<file path="src/rtl/pipe_ctrl_pkg.sv">
// Shared constants for the pipeline control unit: opcodes, control words,
// and the bit positions of the EX / M / WB fields inside a control word.
package pipe_ctrl_pkg;

    localparam int CTRL_W = 9;

    typedef logic [CTRL_W-1:0] ctrl_word_t;

    // Opcodes recognised by the decoder
    localparam logic [5:0] OP_RTYPE = 6'b000000;
    localparam logic [5:0] OP_LW    = 6'b100011;
    localparam logic [5:0] OP_SW    = 6'b101011;
    localparam logic [5:0] OP_BEQ   = 6'b000100;
    localparam logic [5:0] OP_ADDI  = 6'b001000;
    localparam logic [5:0] OP_NOP   = 6'b100000;

    // Control words: RegDst, ALUOp1, ALUOp0, ALUSrc, Branch, MemRead, MemWrite, RegWrite, MemtoReg
    localparam ctrl_word_t CW_RTYPE = 9'b110000010;
    localparam ctrl_word_t CW_LW    = 9'b000101011;
    localparam ctrl_word_t CW_SW    = 9'b000100100;
    localparam ctrl_word_t CW_BEQ   = 9'b001010000;
    localparam ctrl_word_t CW_ADDI  = 9'b000100010;
    localparam ctrl_word_t CW_NOP   = 9'b000000000;

    // Field slices
    localparam int EX_HI       = 8;
    localparam int EX_LO       = 5;
    localparam int M_HI        = 4;
    localparam int M_LO        = 2;
    localparam int WB_HI       = 1;
    localparam int WB_LO       = 0;
    localparam int MEMREAD_BIT = 3;

endpackage

</file>
<file path="src/rtl/pipe_ctrl_unit_decode.sv">
// Purely combinational opcode decoder producing the 9-bit control word and
// an illegal-opcode flag. Unknown opcodes decode to an all-zero word.
module ctrl_decode
    import pipe_ctrl_pkg::*;
#(
    parameter int OP_W    = 6,
    parameter int EN_ADDI = 1
) (
    input  logic [OP_W-1:0] opcode,
    output ctrl_word_t      ctrl_word,
    output logic            illegal
);

    // Table lookup; defaults make every unlisted opcode a zero word marked illegal
    always_comb begin
        ctrl_word = CW_NOP;
        illegal   = 1'b1;
        case (opcode)
            OP_W'(OP_RTYPE): begin ctrl_word = CW_RTYPE; illegal = 1'b0; end
            OP_W'(OP_LW):    begin ctrl_word = CW_LW;    illegal = 1'b0; end
            OP_W'(OP_SW):    begin ctrl_word = CW_SW;    illegal = 1'b0; end
            OP_W'(OP_BEQ):   begin ctrl_word = CW_BEQ;   illegal = 1'b0; end
            OP_W'(OP_NOP):   begin ctrl_word = CW_NOP;   illegal = 1'b0; end
            OP_W'(OP_ADDI): begin
                if (EN_ADDI != 0) begin
                    ctrl_word = CW_ADDI;
                    illegal   = 1'b0;
                end
            end
            default: begin
                ctrl_word = CW_NOP;
                illegal   = 1'b1;
            end
        endcase
    end

endmodule

</file>
<file path="src/rtl/pipe_ctrl_unit.sv">
// Pipeline control for the 5-stage MIPS core: decodes the ID opcode, carries
// the control word through ID/EX, EX/MEM and MEM/WB, inserts a bubble on a
// load-use hazard, flushes on a taken branch and counts stalls/flushes.
// A flush overrides a simultaneous hazard: the stalled instruction is being
// discarded anyway, so the PC and IF/ID keep moving.
module pipe_ctrl_unit
    import pipe_ctrl_pkg::*;
#(
    parameter int OP_W    = 6,
    parameter int REG_W   = 5,
    parameter int CNT_W   = 16,
    parameter int EN_ADDI = 1
) (
    input  logic             clk,
    input  logic             rst_n,
    input  logic [OP_W-1:0]  id_opcode,
    input  logic [REG_W-1:0] id_rs,
    input  logic [REG_W-1:0] id_rt,
    input  logic             mem_branch_taken,
    input  logic             cnt_clr,
    output logic [3:0]       ex_ctrl,
    output logic [2:0]       mem_ctrl,
    output logic [1:0]       wb_ctrl,
    output logic             pc_write,
    output logic             if_id_write,
    output logic             if_id_flush,
    output logic             illegal_op,
    output logic [CNT_W-1:0] stall_cnt,
    output logic [CNT_W-1:0] flush_cnt
);

    ctrl_word_t        dec_word;
    logic              dec_illegal;
    ctrl_word_t        id_ex_word;
    logic [REG_W-1:0]  id_ex_rt;
    logic [M_HI:WB_LO] ex_mem_word;
    logic [WB_HI:WB_LO] mem_wb_word;
    logic              id_ex_memread;
    logic              hazard;
    logic              flush;
    logic              stall;

    ctrl_decode #(
        .OP_W    (OP_W),
        .EN_ADDI (EN_ADDI)
    ) u_decode (
        .opcode    (id_opcode),
        .ctrl_word (dec_word),
        .illegal   (dec_illegal)
    );

    // Load-use detection and the resulting PC / IF/ID enables
    always_comb begin
        id_ex_memread = id_ex_word[MEMREAD_BIT];
        hazard        = id_ex_memread && (id_ex_rt != '0) &&
                        ((id_ex_rt == id_rs) || (id_ex_rt == id_rt));
        flush         = mem_branch_taken;
        stall         = hazard && !flush;
        pc_write      = !stall;
        if_id_write   = !stall;
        if_id_flush   = flush;
    end

    // ID/EX stage: zero control on bubble or flush, otherwise the decoded word
    always_ff @(posedge clk or negedge rst_n) begin
        if (!rst_n) begin
            id_ex_word <= '0;
            id_ex_rt   <= '0;
            illegal_op <= 1'b0;
        end else begin
            id_ex_rt <= id_rt;
            if (flush || hazard) begin
                id_ex_word <= '0;
                illegal_op <= 1'b0;
            end else begin
                id_ex_word <= dec_word;
                illegal_op <= dec_illegal;
            end
        end
    end

    // EX/MEM and MEM/WB stages; on flush MEM/WB still retires the branch
    always_ff @(posedge clk or negedge rst_n) begin
        if (!rst_n) begin
            ex_mem_word <= '0;
            mem_wb_word <= '0;
        end else begin
            mem_wb_word <= ex_mem_word[WB_HI:WB_LO];
            if (flush) begin
                ex_mem_word <= '0;
            end else begin
                ex_mem_word <= id_ex_word[M_HI:WB_LO];
            end
        end
    end

    // Saturating performance counters; clear beats increment
    always_ff @(posedge clk or negedge rst_n) begin
        if (!rst_n) begin
            stall_cnt <= '0;
            flush_cnt <= '0;
        end else begin
            if (cnt_clr) begin
                stall_cnt <= '0;
            end else if (stall && (stall_cnt != '1)) begin
                stall_cnt <= stall_cnt + 1'b1;
            end
            if (cnt_clr) begin
                flush_cnt <= '0;
            end else if (flush && (flush_cnt != '1)) begin
                flush_cnt <= flush_cnt + 1'b1;
            end
        end
    end

    // Stage field taps
    always_comb begin
        ex_ctrl  = id_ex_word[EX_HI:EX_LO];
        mem_ctrl = ex_mem_word[M_HI:M_LO];
        wb_ctrl  = mem_wb_word;
    end

endmodule
</file>
<file path="config.mk">
export PLATFORM = sky130hd
export DESIGN_NAME = pipe_ctrl_unit
export DESIGN_NICKNAME = d
export VERILOG_FILES = /design/src/rtl/pipe_ctrl_pkg.sv /design/src/rtl/pipe_ctrl_unit_decode.sv /design/src/rtl/pipe_ctrl_unit.sv
export SDC_FILE = /design/constraint.sdc
export NUM_CORES = 1
export LEC_CHECK = 0
export CAP_MARGIN = 15
export CORE_AREA = 2 2 75 105
export DETAILED_ROUTE_END_ITERATION = 6
export DIE_AREA = 0 0 77 107
export SETUP_SLACK_MARGIN = 0.1
export SYNTH_ARGS = -nofsm -noshare
export SYNTH_HDL_FRONTEND = slang
export SYNTH_HIERARCHICAL = 1
export SYNTH_SLANG_ARGS = --single-unit
</file>
<file path="constraint.sdc">
create_clock -name clk -period 6.08 [get_ports clk]
set_input_delay 0.912 -clock clk [delete_from_list [all_inputs] [get_ports clk]]
set_output_delay 0.912 -clock clk [all_outputs]
set_load 0.05 [all_outputs]
</file>
Word-level counts from Yosys, hierarchy flattened
Cells that the tools add are included.
- $add $sub $neg: 2
- mux-type cells: 9
- eq/ne operators: 9
- reductions and logical operators: 14
- operators by type and width (operator ; number):
    2-to-1 mux 16 bit ; 4
    case mux 9 bit (5 select lines) ; 1
    adder 16 x 1 -> 16 bit, second input constant ; 2
    != test 16 bit, second input constant ; 2
    == test 6 bit, second input constant ; 3
    == test 5 bit ; 2
    2-to-1 mux 9 bit ; 1
    == test 6 x 3 -> 1 bit, second input constant ; 1
    == test 6 x 4 -> 1 bit, second input constant ; 1
    logical NOT 6 bit ; 1
    OR reduction 6 bit ; 1
    logical AND 1 bit ; 5
    2-to-1 mux 5 bit ; 1
    nonzero test 5 bit ; 1
    nonzero test 2 bit ; 2
    logical NOT 1 bit ; 2
    logical OR 1 bit ; 2
    2-to-1 mux 1 bit ; 2
- bits in registers: 54
- bits of input ports: 20
- output and inout bits: 45

Depth between registers and ports, before layout
Gate-level depths: netlist of run 1.
- depth after elaboration: 7
- depth in mapped cells: 10

Hierarchy
Netlist of run 1, hierarchy kept.
- by module, submodules not included (module ; cells an instance ; area each (um2) ; sequential area each (um2) ; times used):
    pipe_ctrl_unit ; 246 ; 2558.7 ; 1351.3 ; 1
    ctrl_decode ; 19 ; 143.9 ; 0.0 ; 1

Worst setup path after synthesis of run 1
No wires, ideal clock.
- path kind: input-to-output
- from: input port id_rt[3]
- to: output port pc_write
- path buffers: 1
- stages: 6
- setup slack: 3.052 ns
- data arrival time: 2.116 ns
- required time: 5.168 ns
- cells stage by stage: xor2_1 -> nor3_2 -> a32oi_1 -> nor2_1 -> nand2_1 -> buf_4
- word-level cells in the longest chain between the ends: 5
- RTL lines (item ; RTL line ; source):
    start: declaration ; pipe_ctrl_unit.sv:18 ; input logic [REG_W-1:0] id_rt,
    == test 5 bit ; pipe_ctrl_unit.sv:56 ; ((id_ex_rt == id_rs) || (id_ex_rt == id_rt));
    logical OR 1 bit ; pipe_ctrl_unit.sv:56 ;
    logical AND 1 bit ; pipe_ctrl_unit.sv:55 ; hazard = id_ex_memread && (id_ex_rt != '0) &&
    logical AND 1 bit ; pipe_ctrl_unit.sv:58 ; stall = hazard && !flush;
    logical NOT 1 bit ; -- ;
    end: declaration ; pipe_ctrl_unit.sv:24 ; output logic pc_write,
Every way passes these cells.

Worst setup path in the final report of run 1
- from: input port id_rt[3]
- to: output port if_id_write
- word-level cells in the longest chain between the ends: 5
- RTL lines (item ; RTL line ; source):
    == test 5 bit ; pipe_ctrl_unit.sv:56 ;
    logical OR 1 bit ; pipe_ctrl_unit.sv:56 ;
    logical AND 1 bit ; pipe_ctrl_unit.sv:55 ;
    logical AND 1 bit ; pipe_ctrl_unit.sv:58 ;
    logical NOT 1 bit ; pipe_ctrl_unit.sv:60 ; if_id_write = !stall;
    end: declaration ; pipe_ctrl_unit.sv:25 ; output logic if_id_write,
Every way passes these cells.

==> metrics.md, run 1 <==
| Metric | Value |
|---|---|
| Post-synthesis xor/xnor area fraction | between 7 and 8% |
| Clk_skew | between 4 and 5 ps |
| Setup_tns | 0 ps |
| Post-CTS Resized | 0 |
| Row count | 37 |
| Logic pwr share | a little under a tenth |
| First-pass DRT Iterations | 4 |
| Rel. slew slack | 47.5% |
| Slew Viols, Final | 0 |
| Iteration-0 DRC Markers | 86 |
| Synth Cell Area | around 2700 um^2 |
| Ports | 65 |
| HP Start | ex_mem_word[1] |
| Routed Antenna Nets | 0 |
| Post-synthesis sequential area ratio | around 50% |
| Simple-gate area share of the yosys netlist | 24.9% |
| Total routed wirelength | 5580 um |
| Sw Share | between 20% and 30% |
| CTS tree | built |
| Hold Violations, Final | 0 |
| Multiplexer area fraction after synthesis | under 10% |
| Core Area | around 7300 um^2 |
| Syn nets | 287 |
| Gr busiest metal | met2 |
| P_int | between 0.4 and 0.5 mW |
| Wire per inst | between 10 and 15 um |
| Root Driver | clkbuf_8 |
| Mean Syn Cell Area | around 10 um^2 |
| Startpoint Class | input pin |
| Area fraction in compound gates after synthesis | 8.89% |
| Synth async-reset ratio | 100% |
| Setup crit end kind | output port |
| Antenna Cells | 0 |
| Post-layout instance area | around 3400 um^2 |
| Synthesized flop and latch total | between 50 and 60 |
| Commonest non-fill, non-tap cell in the layout | clkdlybuf4s50_1 |
| Fin crit share | between 60% and 70% |
| Post-CTS Setup Bufs | 0 |
| FF-to-FF setup slack | ~3300 ps |
| Clock Power Share | 30.8% |
| Synth Area in Adders | less than 1% |
| Grt total ovfl | 0 |
| Crit. Startpoint | id_rt[3] |
| RSZ-0062 raised after global routing | no |
| FF-to-FF End | stall_cnt[1] |
| Pwr dens | approximately 180 nW/um^2 |
| DR vias | around 2,100 |
| RD Place Congestion | 0.821 |
| Final Power | around 0.6 mW |
| Crit Path Class | in2out |
| Met3 usage | 3.28% |
| Leak | between 1 and 1.5 nW |
| Worst VDD drop | about 80 uV |
| Max Fanout on Critical Path | 3 |
| Fin nets | ~340 |
| Top FF cell, synth | dfrtp_1 |
| Critical Path Sink | if_id_write |
| Largest family of logic cells by synthesized area | simple AND/OR/NAND/NOR gates |
| Drt via density | slightly above 5 |
| Clock slew at reported path FFs | approximately 90 ps |
| Fraction of layout cells with a size suffix above 1 | under 10% |
| Placed inst area | between 3000 and 4000 um^2 |
| Hold Crit Class | reg2reg |
| HPWL Detailed | about 4000 um |
| Synth cell types | 42 |
| Area Overhead vs Synth | 25.4% |
| Die Y | ~110 um |
| Worst R2R Start | stall_cnt[0] |
| DRC Markers | 0 |
| Vias in the first global route | between 2,000 and 2,500 |
| Minimum clock period | around 3900 ps |
| Final setup vio count | 0 |
| DP Cell Count | 406 |
| Yosys warns | 6 |
| H-tree depth | 2 |
| Post-synth EDFFs | 0 |
| Required time worst endpoint | approximately 5200 ps |
| Total CTS buffers | 5 |
| Most frequent cells in the layout | clkdlybuf4s50_1, dfrtp_1, nor2_1 |
| Fmax | roughly 260 MHz |
| Fin cells | 414 |
| Net load switching power | 0.151 mW |
| Critical path arrival | about 3000 ps |
| Skew-Pair Late Insertion Delay | ~300 ps |
| GR met1 Demand/Resource | approximately 17% |
| CTS max path bufs | 2 |
| Flop pwr share | about three fifths |
| Max_cap viols | 0 |
| Port Buffers | 64 |
| Largest net degree at the start of global routing | 55 |
| First-pass GRT wire length | around 9400 um |
| Slew @ Worst Pin | between 700 and 800 ps |
| Die X | 77 um |
| Cts-stage hold buffer count | 0 |
| Met2 usage | roughly 24% |
| Worst reg2reg path depth | 7 |
| DIE AREA | around 8000 um^2 |
| Cell count after synthesis | ~270 |
| Initial Utilization | 36.9% |
| Initial antenna violation count | 0 |
| GRT Total Usage | about 14% |
| CTS sink count | between 50 and 60 |
| Status | completed |
## state kept, by name, indices dropped and copies added, names as in the netlist
name and cells:
ex_mem_word 5, flush_cnt 16, id_ex_rt 5, id_ex_word 9
illegal_op 1, stall_cnt 16, wb_ctrl 2
## area by class of cell
class | instances | area, um^2
Clock buffer | 5 | 68.8
Sequential cell | 54 | 1350
Tap cell | 97 | 121
Clock inverter | 2 | 10.0
Fill cell | 740 | 3930
Multi-Input combinational cell | 186 | 1170
Inverter | 3 | 11.3
Timing Repair Buffer | 67 | 656
## metrics by stage
step           hold WS (ps)  utilization (%)  setup slack, ps
3_5_place_dp            352             45.2             2170
4_1_cts                 374             46.3             2170
5_1_grt                 381             46.3             2060
2_1_floorplan           331                -             3050
3_3_place_gp            338             45.2             2200
6_report                368             46.3             2210
## synth_stat cells (3+ instances only)
master / n / area (um^2)
nor4_1: 3 / 18.8
or3_1: 12 / 75.1
or4_1: 8 / 60.1
buf_4: 12 / 90.1
and2_1: 13 / 81.3
dfrtp_1: 54 / 1350
o21ai_1: 6 / 30.0
xor2_1: 14 / 123
and4_1: 4 / 35.0
o31ai_1: 7 / 52.6
o21ai_0: 5 / 25.0
and3_1: 7 / 43.8
nor2b_1: 5 / 31.3
nand2_1: 15 / 56.3
a21oi_1: 17 / 85.1
xnor2_1: 9 / 78.8
inv_1: 3 / 11.3
clkbuf_1: 4 / 15.0
nand3_1: 11 / 55.1
nor2_1: 23 / 86.3
nand4_1: 6 / 37.5
## power groups by stage
stage / Clock [mW] / Sequential, mW / Combinational, mW
after floorplan: 0 / 0.381 / 0.0222
after global placement: 0 / 0.375 / 0.0589
after detailed placement: 0 / 0.374 / 0.0592
after CTS: 0.200 / 0.367 / 0.0596
after global routing: 0.214 / 0.368 / 0.0645
final: 0.190 / 0.367 / 0.0584
## worst max-delay path: stages
cell             delay (ps)
clkdlybuf4s50_1         510
xor2_1                  180
nor3_2                   60
a32oi_1                 260
nor2_1                  110
nand2_1                  90
clkdlybuf4s50_1         840
## cells by family (layout without fill, tap and decap cells)
logic type / count (synthesis) / in the layout
adder cells (fa/ha/maj): 2 / 2
buffers and inverters: 25 / 77
AND/OR/NAND/NOR: 118 / 118
flip-flops: 54 / 54
AO/OA/AOI/OAI: 40 / 40
multiplexers: 3 / 3
XOR/XNOR: 23 / 23
## worst min path at each step
stage                       to  slack (ps)  cells after the start
floorplan           wb_ctrl[0]         330                      0
global placement    wb_ctrl[1]         340                      0
detailed placement  wb_ctrl[1]         350                      0
CTS                 wb_ctrl[1]         370                      0
global route        wb_ctrl[1]         380                      0
finish              wb_ctrl[1]         370                      0
## routing by layer
layer	routed length, um	part of all wire (%)	vias up
li1	-	-	1034
met1	2360	42	1025
met2	2870	51	51
met3	288	5.2	6
met4	61	1.1	0
met5	0	0	-
(Power assumes the default switching activity.)
==> inputs of run 2 (changes only) <==
==> constraint.sdc (replaced) <==
create_clock -name clk -period 3.2 [get_ports clk]
set_input_delay 0.48 -clock clk [delete_from_list [all_inputs] [get_ports clk]]
set_output_delay 0.48 -clock clk [all_outputs]
set_load 0.05 [all_outputs]
==> run 2 against run 1 <==
Clock skew up 3.8 ps. Largest cell class unchanged. Wire length decreased by 0.34%. Worst hold slack lost 110 ps. First-iteration DRC count decreased by 23%. Power up 95%. Largest power group unchanged. Die area is the same. Critical path depth is 1 higher. Global-route usage decreased by 0.20 points. Sequential share of layout area decreased by 0.62 points. Clock power is 110% higher.
==> metrics.md, run 2 (same netlist as run 1, synthesis figures left out) <==
| Metric | Value |
|---|---|
| First-pass DRT Iterations | 4 (unchanged) |
| Minimum clock period | approximately 2700 ps |
| Setup crit end kind | flop (was output port) |
| Multi-input logic area | 1170 um^2 (unchanged) |
| Clock slew at reported path FFs | 100 ps (was 90 ps) |
| Fin nets | 341 (was 339) |
| Commonest non-fill, non-tap cell in the layout | clkdlybuf4s50_1 (unchanged) |
| HPWL Detailed | 4140 um (was 3960 um) |
| CTS sink count | 54 (unchanged) |
| Vias in the first global route | 2,019 (was 2,024) |
| Initial Utilization | 36.9% (unchanged) |
| Root Driver | clkbuf_8 (unchanged) |
| Post-CTS Resized | 0 (unchanged) |
| Largest net degree at the start of global routing | 36 (was 55) |
| Pwr dens | 349 nW/um^2 (was 182 nW/um^2) |
| Fmax | approximately 370 MHz |
| P_int | 0.895 mW (was 0.464 mW) |
| Total CTS buffers | 5 (unchanged) |
| Total routed wirelength | 5560 um (was 5580 um) |
| Hold Crit Class | in2async (was reg2reg) |
| CTS tree | built (unchanged) |
| Slew Viols, Final | 0 (unchanged) |
| Critical path arrival | 2940 ps (was 2960 ps) |
| Startpoint Class | flop (was input pin) |
| Rel. slew slack | 30.0% (was 47.5%) |
| Clk_skew | 8.63 ps (was 4.83 ps) |
| GRT Total Usage | 13.8% (was 14.0%) |
| Die X | 77 um (unchanged) |
| RSZ-0062 raised after global routing | no (unchanged) |
| Sw Share | 25.6% (was 24.5%) |
| Final setup vio count | 0 (unchanged) |
| DRC Markers | 0 (unchanged) |
| H-tree depth | 2 (unchanged) |
| Register area | 1350 um^2 (unchanged) |
| Grt total ovfl | 0 (unchanged) |
| Fin crit share | a little under nine tenths |
| Die Y | 107 um (unchanged) |
| Leak | 1.41 nW (was 1.38 nW) |
| CTS max path bufs | 2 (unchanged) |
| Slew @ Worst Pin | 1040 ps (was 787 ps) |
| Row count | 37 (unchanged) |
| Flop pwr share | 58.1% (was 59.7%) |
| Routed Antenna Nets | 0 (unchanged) |
| Antenna Cells | 0 (unchanged) |
| Most frequent cells in the layout | clkdlybuf4s50_1, dfrtp_1, nor2_1 (unchanged) |
| Hold Violations, Final | 0 (unchanged) |
| Drt via density | 5.02 (was 5.11) |
| First-pass GRT wire length | 9240 um (was 9440 um) |
| DR vias | 2,092 (was 2,116) |
| RD Place Congestion | 0.858 (was 0.821) |
| Cts-stage hold buffer count | 0 (unchanged) |
| Setup_tns | 0 ps (unchanged) |
| Logic pwr share | 9.4% (was 9.5%) |
| Wire per inst | 13.3 um (was 13.5 um) |
| Biggest regs | flush_cnt (16), stall_cnt (16), id_ex_word (9) (unchanged) |
| Fill count | 729 (was 740) |
| Area Overhead vs Synth | 27.4% (was 25.4%) |
| Net load switching power | 0.307 mW (was 0.151 mW) |
| Max Fanout on Critical Path | 19 (was 3) |
| DIE AREA | 8240 um^2 (unchanged) |
| Fin cells | 417 (was 414) |
| Core Area | 7310 um^2 (unchanged) |
| Port Buffers | 64 (unchanged) |
| Post-CTS Setup Bufs | 0 (unchanged) |
| Required time worst endpoint | 3400 ps (was 5170 ps) |
| Fraction of layout cells with a size suffix above 1 | 6.25% (was 4.73%) |
| Clock Power Share | 32.5% (was 30.8%) |
| Worst VDD drop | 159 uV (was 78.7 uV) |
| Ports | 65 (unchanged) |
| Initial antenna violation count | 0 (unchanged) |
| Crit Path Class | reg2reg (was in2out) |
| Skew-Pair Late Insertion Delay | 300 ps (about the same) |
| Status | completed (unchanged) |
| DP Cell Count | 409 (was 406) |
| Iteration-0 DRC Markers | 66 (was 86) |
| Max_cap viols | 0 (unchanged) |
run 2: per-stage QoR:
stage	hold slack [ps]	area [um^2]	utilization [%]	power, mW	worst slack (ps)
floorplan	184	2700	-	0.765	597
global placement	333	3350	45.8	0.826	398
detailed placement	337	3350	45.8	0.827	360
CTS	280	3440	47.1	1.23	458
global route	333	3440	47.1	1.26	234
finish	256	3440	47.1	1.20	460
run 2: critical path, cell delays in order (launching register included):
cell     delay [ps]
dfrtp_1         430
ha_1            190
nand3_1         180
or4_1           620
and2_1          210
or3b_1          500
buf_4           250
mux2i_1         190
nor2_1           50
run 2: worst paths after layout:
check	to	cells after the start	slack (ps)	start
max in group asynchronous	wb_ctrl[1]	2	2270	rst_n
min in group clk	wb_ctrl[1]	0	360	ex_mem_word[1]
min	stall_cnt[0]	1	260	rst_n
min reg2reg	wb_ctrl[1]	0	360	ex_mem_word[1]
max	stall_cnt[1]	8	460	stall_cnt[0]
max reg2reg	stall_cnt[1]	8	460	stall_cnt[0]
run 2: routing by layer:
layer	vias up	wire length, um	GRT usage (%)	share of wire, %
met4	0	37	4.59	0.67
met5	-	0	0	0
li1	1041	-	-	-
met1	999	2400	16.4	43
met2	48	2820	24.2	51
met3	4	308	3.62	5.5
run 2: power groups by stage:
stage	registers, mW	logic (mW)	clock network (mW)
6_report	0.698	0.113	0.390
2_1_floorplan	0.723	0.0422	0
3_3_place_gp	0.712	0.115	0
3_5_place_dp	0.712	0.116	0
5_1_grt	0.700	0.125	0.431
4_1_cts	0.698	0.116	0.413
run 2: layout make-up:
cell class | count | share of cell area (%)
clock inverter | 3 | 0.763
sequential | 54 | 39.3
multi-input combinational | 186 | 34.0
timing repair buffer | 69 | 20.1
clock buffer | 5 | 2.00
inverter | 3 | 0.327
tap | 97 | 3.53
==> inputs of run 3 (changes only) <==
--- a/config.mk
+++ b/config.mk
@@ -10,6 +10,7 @@
 export DETAILED_ROUTE_END_ITERATION = 6
 export DIE_AREA = 0 0 77 107
 export SETUP_SLACK_MARGIN = 0.1
+export SLEW_MARGIN = 15
 export SYNTH_ARGS = -nofsm -noshare
 export SYNTH_HDL_FRONTEND = slang
 export SYNTH_HIERARCHICAL = 1
==> results of run 3 <==
No change in the layout: final DEF, timing and power equal those of run 2.
